==> config.mk <==
export PLATFORM = sky130hd
export DESIGN_NAME = remote_update_sequencer
export DESIGN_NICKNAME = d
export VERILOG_FILES = /design/src/rtl/remote_update_pkg.sv /design/src/rtl/remote_update_sequencer_timeout_counter.sv /design/src/rtl/remote_update_sequencer.sv
export SDC_FILE = /design/constraint.sdc
export NUM_CORES = 1
export LEC_CHECK = 0
export CORE_MARGIN = 4
export CORE_UTILIZATION = 30
export DETAILED_ROUTE_END_ITERATION = 6
export PLACE_DENSITY = 0.65
export SLEW_MARGIN = 20
export SYNTH_ARGS = -nofsm -noshare
export SYNTH_HDL_FRONTEND = slang
export SYNTH_SLANG_ARGS = --single-unit
==> constraint.sdc <==
create_clock -name clk -period 5.5 [get_ports clk]
set_input_delay 1.375 -clock clk [delete_from_list [all_inputs] [get_ports clk]]
set_output_delay 1.375 -clock clk [all_outputs]
set_load 0.02 [all_outputs]
==> src/rtl/remote_update_pkg.sv <==
// Shared types and address fields for the remote-update sequencer.
package remote_update_pkg;

    typedef enum logic [2:0] {
        IDLE    = 3'd0,
        RD_TRIG = 3'd1,
        RD_WAIT = 3'd2,
        WR_ADDR = 3'd3,
        WR_WDEN = 3'd4,
        RECFG   = 3'd5,
        FINISH  = 3'd6
    } ru_state_e;

    localparam logic [1:0] SRC_CUR   = 2'b00;
    localparam logic [1:0] SRC_INPUT = 2'b10;

    localparam logic [2:0] PARAM_TRIG = 3'b000;
    localparam logic [2:0] PARAM_WDEN = 3'b011;
    localparam logic [2:0] PARAM_PAGE = 3'b100;

    function automatic logic [5:0] ru_addr(input logic [1:0] src, input logic [2:0] param);
        return {src, 1'b0, param};
    endfunction

endpackage

==> src/rtl/remote_update_sequencer_timeout_counter.sv <==
// Per-state watchdog: counts cycles spent in a bus state and flags the abort point.
module ru_timeout_counter #(
    parameter int TO_W = 13
) (
    input  logic            clk,
    input  logic            rst_n,
    input  logic            clear,
    input  logic            enable,
    input  logic [TO_W-1:0] limit,
    output logic            expired
);

    logic [TO_W-1:0] count_q;
    logic [TO_W-1:0] count_d;

    // Saturates at all-ones so a disabled limit never wraps back into range.
    always_comb begin
        count_d = count_q;
        if (clear) begin
            count_d = '0;
        end else if (enable && (count_q != '1)) begin
            count_d = count_q + 1'b1;
        end
    end

    always_ff @(posedge clk) begin
        if (!rst_n) begin
            count_q <= '0;
        end else begin
            count_q <= count_d;
        end
    end

    assign expired = (limit != '0) && (count_q == limit - 1'b1);

endmodule

==> src/rtl/remote_update_sequencer.sv <==
// Avalon-MM master running the trigger-read / page-write / watchdog-write / reconfig
// sequence against the remote-update slave behind a single start/done handshake.
//
// state   | meaning
// IDLE    | waiting for cmd_start
// RD_TRIG | read of trigger condition presented
// RD_WAIT | waiting for readdatavalid
// WR_ADDR | boot page write presented
// WR_WDEN | watchdog enable write presented
// RECFG   | waiting for core idle before reconfig pulse
// FINISH  | done pulse, back to IDLE
module remote_update_sequencer
    import remote_update_pkg::*;
#(
    parameter int TIMEOUT_CYCLES = 4096,
    parameter int TO_W           = 13,
    parameter int WDOG_EN        = 0
) (
    input  logic        clk,
    input  logic        rst_n,
    input  logic        cmd_start,
    input  logic [21:0] cmd_page_addr,
    input  logic        cmd_reconfig,
    output logic        busy,
    output logic        done,
    output logic        error,
    output logic [28:0] status_trigger,
    output logic [5:0]  av_address,
    output logic        av_read,
    output logic        av_write,
    output logic [31:0] av_writedata,
    input  logic        av_waitrequest,
    input  logic [31:0] av_readdata,
    input  logic        av_readdatavalid,
    output logic        ru_reconfig
);

    localparam logic [TO_W-1:0] TO_LIMIT = TO_W'(TIMEOUT_CYCLES);
    localparam logic            WDEN_BIT = (WDOG_EN & 1) != 0;

    ru_state_e   state_q, state_d;
    logic [21:0] page_q, page_d;
    logic        recfg_q, recfg_d;
    logic [28:0] trig_q, trig_d;
    logic        error_q, error_d;
    logic        busy_q, busy_d;
    logic        done_q, done_d;
    logic        rd_q, rd_d;
    logic        wr_q, wr_d;
    logic        ru_q, ru_d;
    logic [5:0]  addr_q, addr_d;
    logic [31:0] wdata_q, wdata_d;

    logic in_bus;
    logic to_expired;
    logic unused_rd_hi;

    assign unused_rd_hi = ^av_readdata[31:29];
    assign in_bus = (state_q == RD_TRIG) || (state_q == RD_WAIT) || (state_q == WR_ADDR) ||
                    (state_q == WR_WDEN) || (state_q == RECFG);

    ru_timeout_counter #(.TO_W(TO_W)) u_timeout (
        .clk     (clk),
        .rst_n   (rst_n),
        .clear   (state_d != state_q),
        .enable  (in_bus),
        .limit   (TO_LIMIT),
        .expired (to_expired)
    );

    always_ff @(posedge clk) begin
        if (!rst_n) begin
            state_q <= IDLE;
            page_q  <= '0;
            recfg_q <= 1'b0;
            trig_q  <= '0;
            error_q <= 1'b0;
            busy_q  <= 1'b0;
            done_q  <= 1'b0;
            rd_q    <= 1'b0;
            wr_q    <= 1'b0;
            ru_q    <= 1'b0;
            addr_q  <= '0;
            wdata_q <= '0;
        end else begin
            state_q <= state_d;
            page_q  <= page_d;
            recfg_q <= recfg_d;
            trig_q  <= trig_d;
            error_q <= error_d;
            busy_q  <= busy_d;
            done_q  <= done_d;
            rd_q    <= rd_d;
            wr_q    <= wr_d;
            ru_q    <= ru_d;
            addr_q  <= addr_d;
            wdata_q <= wdata_d;
        end
    end

    always_comb begin
        state_d = state_q;
        page_d  = page_q;
        recfg_d = recfg_q;
        trig_d  = trig_q;
        error_d = error_q;
        ru_d    = 1'b0;
        case (state_q)
            IDLE: begin
                if (cmd_start) begin
                    page_d  = cmd_page_addr;
                    recfg_d = cmd_reconfig;
                    error_d = 1'b0;
                    state_d = RD_TRIG;
                end
            end
            RD_TRIG: if (!av_waitrequest) state_d = RD_WAIT;
            RD_WAIT: begin
                if (av_readdatavalid) begin
                    trig_d  = av_readdata[28:0];
                    state_d = WR_ADDR;
                end
            end
            WR_ADDR: if (!av_waitrequest) state_d = WR_WDEN;
            WR_WDEN: if (!av_waitrequest) state_d = recfg_q ? RECFG : FINISH;
            RECFG: begin
                if (!av_waitrequest) begin
                    ru_d    = 1'b1;
                    state_d = FINISH;
                end
            end
            FINISH:  state_d = IDLE;
            default: state_d = IDLE;
        endcase
        // Abort wins over any progress made in the same cycle.
        if (in_bus && to_expired) begin
            state_d = FINISH;
            trig_d  = trig_q;
            error_d = 1'b1;
            ru_d    = 1'b0;
        end
    end

    always_comb begin
        busy_d  = (state_d != IDLE) && (state_d != FINISH);
        done_d  = (state_d == FINISH);
        rd_d    = (state_d == RD_TRIG);
        wr_d    = (state_d == WR_ADDR) || (state_d == WR_WDEN);
        addr_d  = '0;
        wdata_d = '0;
        case (state_d)
            RD_TRIG: addr_d = ru_addr(SRC_CUR, PARAM_TRIG);
            WR_ADDR: begin
                addr_d  = ru_addr(SRC_INPUT, PARAM_PAGE);
                wdata_d = {10'd0, page_d};
            end
            WR_WDEN: begin
                addr_d  = ru_addr(SRC_INPUT, PARAM_WDEN);
                wdata_d = {31'd0, WDEN_BIT};
            end
            default: ;
        endcase
    end

    assign busy           = busy_q;
    assign done           = done_q;
    assign error          = error_q;
    assign status_trigger = trig_q;
    assign av_address     = addr_q;
    assign av_read        = rd_q;
    assign av_write       = wr_q;
    assign av_writedata   = wdata_q;
    assign ru_reconfig    = ru_q;

endmodule

==> reports/results.tsv <==
stage	metric	value	unit
critical_path	crit_path_start_kind	primary input	
yosys	synth_area_per_cell	9.76	um^2
timing	tightest_slew	1.03	ns
timing	fmax	0.327	GHz
floorplan	initial_core_util	0.309	
grt	grt_overflow	0	
cells_and_area	drive_above_1_share	0.0607	
cells_and_area	antennaDiodeCount	0	
clock_tree	post_cts_buffers	0	
critical_path	arrival	3.24	ns
critical_path	crit_required	5.69	ns
timing	clock_skew	0.00912	ns
yosys	synth-async-reset-ratio	0	
clock_tree	clkSlewWorstSetupHoldPaths	0.07	ns
drt	drtIter0Drc	99	
cells_and_area	synthToLayoutAreaGrowth	38.0	%
floorplan	fp.dieW	123	um
cells_and_area	nNetsFinal	567	
critical_path	cp_slowest_stage_delay	0.49	ns
power_and_ir_drop	internal_power	0.00117	W
power_and_ir_drop	clkPwrFrac	0.374	
yosys	syn-instance-count	403	
floorplan	rows	41	
grt	grt_use_total	0.126	
yosys	yosys_warnings	0	
critical_path	reg2regPathDepth	4	
power_and_ir_drop	finalPower	0.00159	W
floorplan	pin_count	133	
cells_and_area	layout_commonest_cell	clkdlybuf4s50_1	
drt	totalWireLength	9.27	mm
critical_path	r2r_slack	3.26	ns
grt	grt_pass1_wl	15.0	mm
timing	rsz0062_at_grt	no	
clock_tree	cts_root_buf	clkbuf_16	
cells_and_area	multi_input_area	1770	um^2
timing	post-route-period-util	0.555	
power_and_ir_drop	swShare	0.262	
drt	drtAntennaViolNets	0	
placement	place_ws	2.08	ns
critical_path	path_cells	clkdlybuf4s50_1, nand2b_1, nor3_4, buf_4, mux2i_1, nor3_1	
drt	vias	3092	
yosys	netlist_area	3940	um^2
clock_tree	cts_buffer_depth	2	
placement	io_buffer_count	117	
clock_tree	clkLatencyLatePin	0.34	ns
timing	setup_slack	2.45	ns
yosys	yosysSeqAreaShare	0.499	
job	drv_cap	0	
critical_path	cp_slowest_cell	clkdlybuf4s50_1	
yosys	ys_seq_elements	98	
power_and_ir_drop	seq_power_share	0.476	
placement	hpwl	6.43	mm
drt	vias_per_cell	4.53	
cells_and_area	fillers	1264	
critical_path	worstSetupStartpoint	cmd_start	
cells_and_area	final_cell_mix	116 x clkdlybuf4s50_1, 98 x dfxtp_1, 69 x nand2_1	
timing	max_slew_margin	0.310	
yosys	netlist-cell-type-count	48	
critical_path	worstSetupEndpoint	av_writedata[20]	
drt	drc	0	
critical_path	critPathMaxFanout	16	
power_and_ir_drop	power_density	293	nW/um^2
clock_tree	h-tree-depth	3	
critical_path	end_kind	flip-flop	
yosys	synthTopCellsByArea	dfxtp_1 50%, mux2i_1 13%, nand2_1 6.6%, nor2b_1 4.1%, nor3_1 3.2%	
timing	min_period	3.05	ns
outcome	outcome	completed	
min_path	hold_class	reg -> reg	
floorplan	coreArea	12700	um^2
power_and_ir_drop	peakVddDrop	121	uV
floorplan	die_area	15000	um^2
clock_tree	cts_sinks	98	
placement	place.gp.congestion	0.866	
yosys	synthFlopType	dfxtp_1	
grt	grt_max_degree	87	
critical_path	reg2reg_to	status_trigger[6]	
clock_tree	cts-resized-gates	0	
cells_and_area	ff_latch_area	1960	um^2
yosys	yosysTopAreaCellShare	0.499	
clock_tree	cts_buffers	9	
timing	setup_viol	0	
floorplan	dieHeight	123	um
timing	finalHoldViolCount	0	
power_and_ir_drop	p_leak	1.87	nW
critical_path	critPathKind	in -> reg	
drt	drt_pre_antenna_iters	4	
grt	grt_pass1_vias	3129	
power_and_ir_drop	pwr-share-comb	0.150	
drt	wl_per_cell	13.6	um
grt	antenna_found_initial	0	
timing	slew_violations	0	
critical_path	regToRegStartpoint	state_q[2]	
yosys	yosysTopAreaCell	dfxtp_1	
power_and_ir_drop	netSwitchingPower	0.000416	W
clock_tree	cts_hold_buf	0	
clock_tree	cts_tree	built	
timing	fin_tns_setup	0	ns
yosys	synth_enable_flop_cells	0	
how the worst min path moves through the flow:
stage                                     start                    end  slack (ns)  depth (start not counted)
final                         status_trigger[8]      status_trigger[8]        0.46                          2
after global routing         status_trigger[17]     status_trigger[17]        0.48                          2
after CTS                    status_trigger[27]     status_trigger[27]        0.46                          2
after detailed placement     status_trigger[27]     status_trigger[27]        0.45                          2
after global placement       status_trigger[23]     status_trigger[23]        0.44                          2
after floorplan           u_timeout.count_q[12]  u_timeout.count_q[12]        0.45                          2
power by group through the flow:
stage	combinational (W)	sequential, W	clock [W]
floorplan	0.000141	0.000783	0
global placement	0.000237	0.000771	0
detailed placement	0.000240	0.000772	0
CTS	0.000241	0.000756	0.000618
global route	0.000260	0.000760	0.000638
finish	0.000239	0.000756	0.000594
registers in the layout, indices dropped and copies added (netlist names):
register           flops
status_trigger        29
av_writedata          22
page_q                22
u_timeout.count_q     13
av_address             3
state_q                3
av_read                1
busy                   1
done                   1
error                  1
recfg_q                1
ru_reconfig            1
per-layer routing:
metal  vias up  routed length [um]  global-route usage
met5         -                   0                   0
met4         0                 153              0.0588
met3        11                 756              0.0484
met2        71                4270               0.198
met1      1425                4100               0.152
li1       1585                   -                   -
cells by family (layout without fill, tap and decap cells):
logic type	after synthesis	in the layout	synth area share
adders and majority gates	1	1	0.00318
other	1	12	0.000953
DFF	98	98	0.499
buffers and inverters	43	140	0.0658
and+or+nand+nor	165	165	0.215
AOI/OAI and AO/OA	43	43	0.0843
muxes	52	52	0.132
cells in the mapped netlist (all sizes together), types with 3 or more instances:
master and instances:
clkbuf 13, nor2b 26, o31ai 7, a21oi 4, or4 7, nor4 3, buf 26, a211oi 11
o21ai 6, nand2 69, nor3 26, dfxtp 98, o21a 5, and4 3, nor2 7, nand3 5
inv 4, or3 5, nand2b 5, mux2i 52
critical path: cells and delay by family:
family,cells,cell delay (ns)
buffers and inverters,2,0.89
AND/OR/NAND/NOR,3,0.69
multiplexers,1,0.27
through the flow:
step                 util  cells  cell area, um^2  hold WS (ns)
finish              0.427    683             5430         0.461
global placement    0.405    667             5150         0.442
CTS                 0.427    683             5430         0.463
global route        0.427    683             5430         0.478
floorplan               -    414             3980         0.448
detailed placement  0.405    667             5150         0.446
cell type report:
| class | instances | area share |
|---|---|---|
| well taps | 172 | 0.0396 |
| clock buffers | 11 | 0.0447 |
| inverters | 4 | 0.00276 |
| flip-flops and latches | 98 | 0.361 |
| multi-input cells | 273 | 0.326 |
| repair buffers | 120 | 0.219 |
| clock inverters | 5 | 0.00714 |
Power figures use the tool's default switching activity.
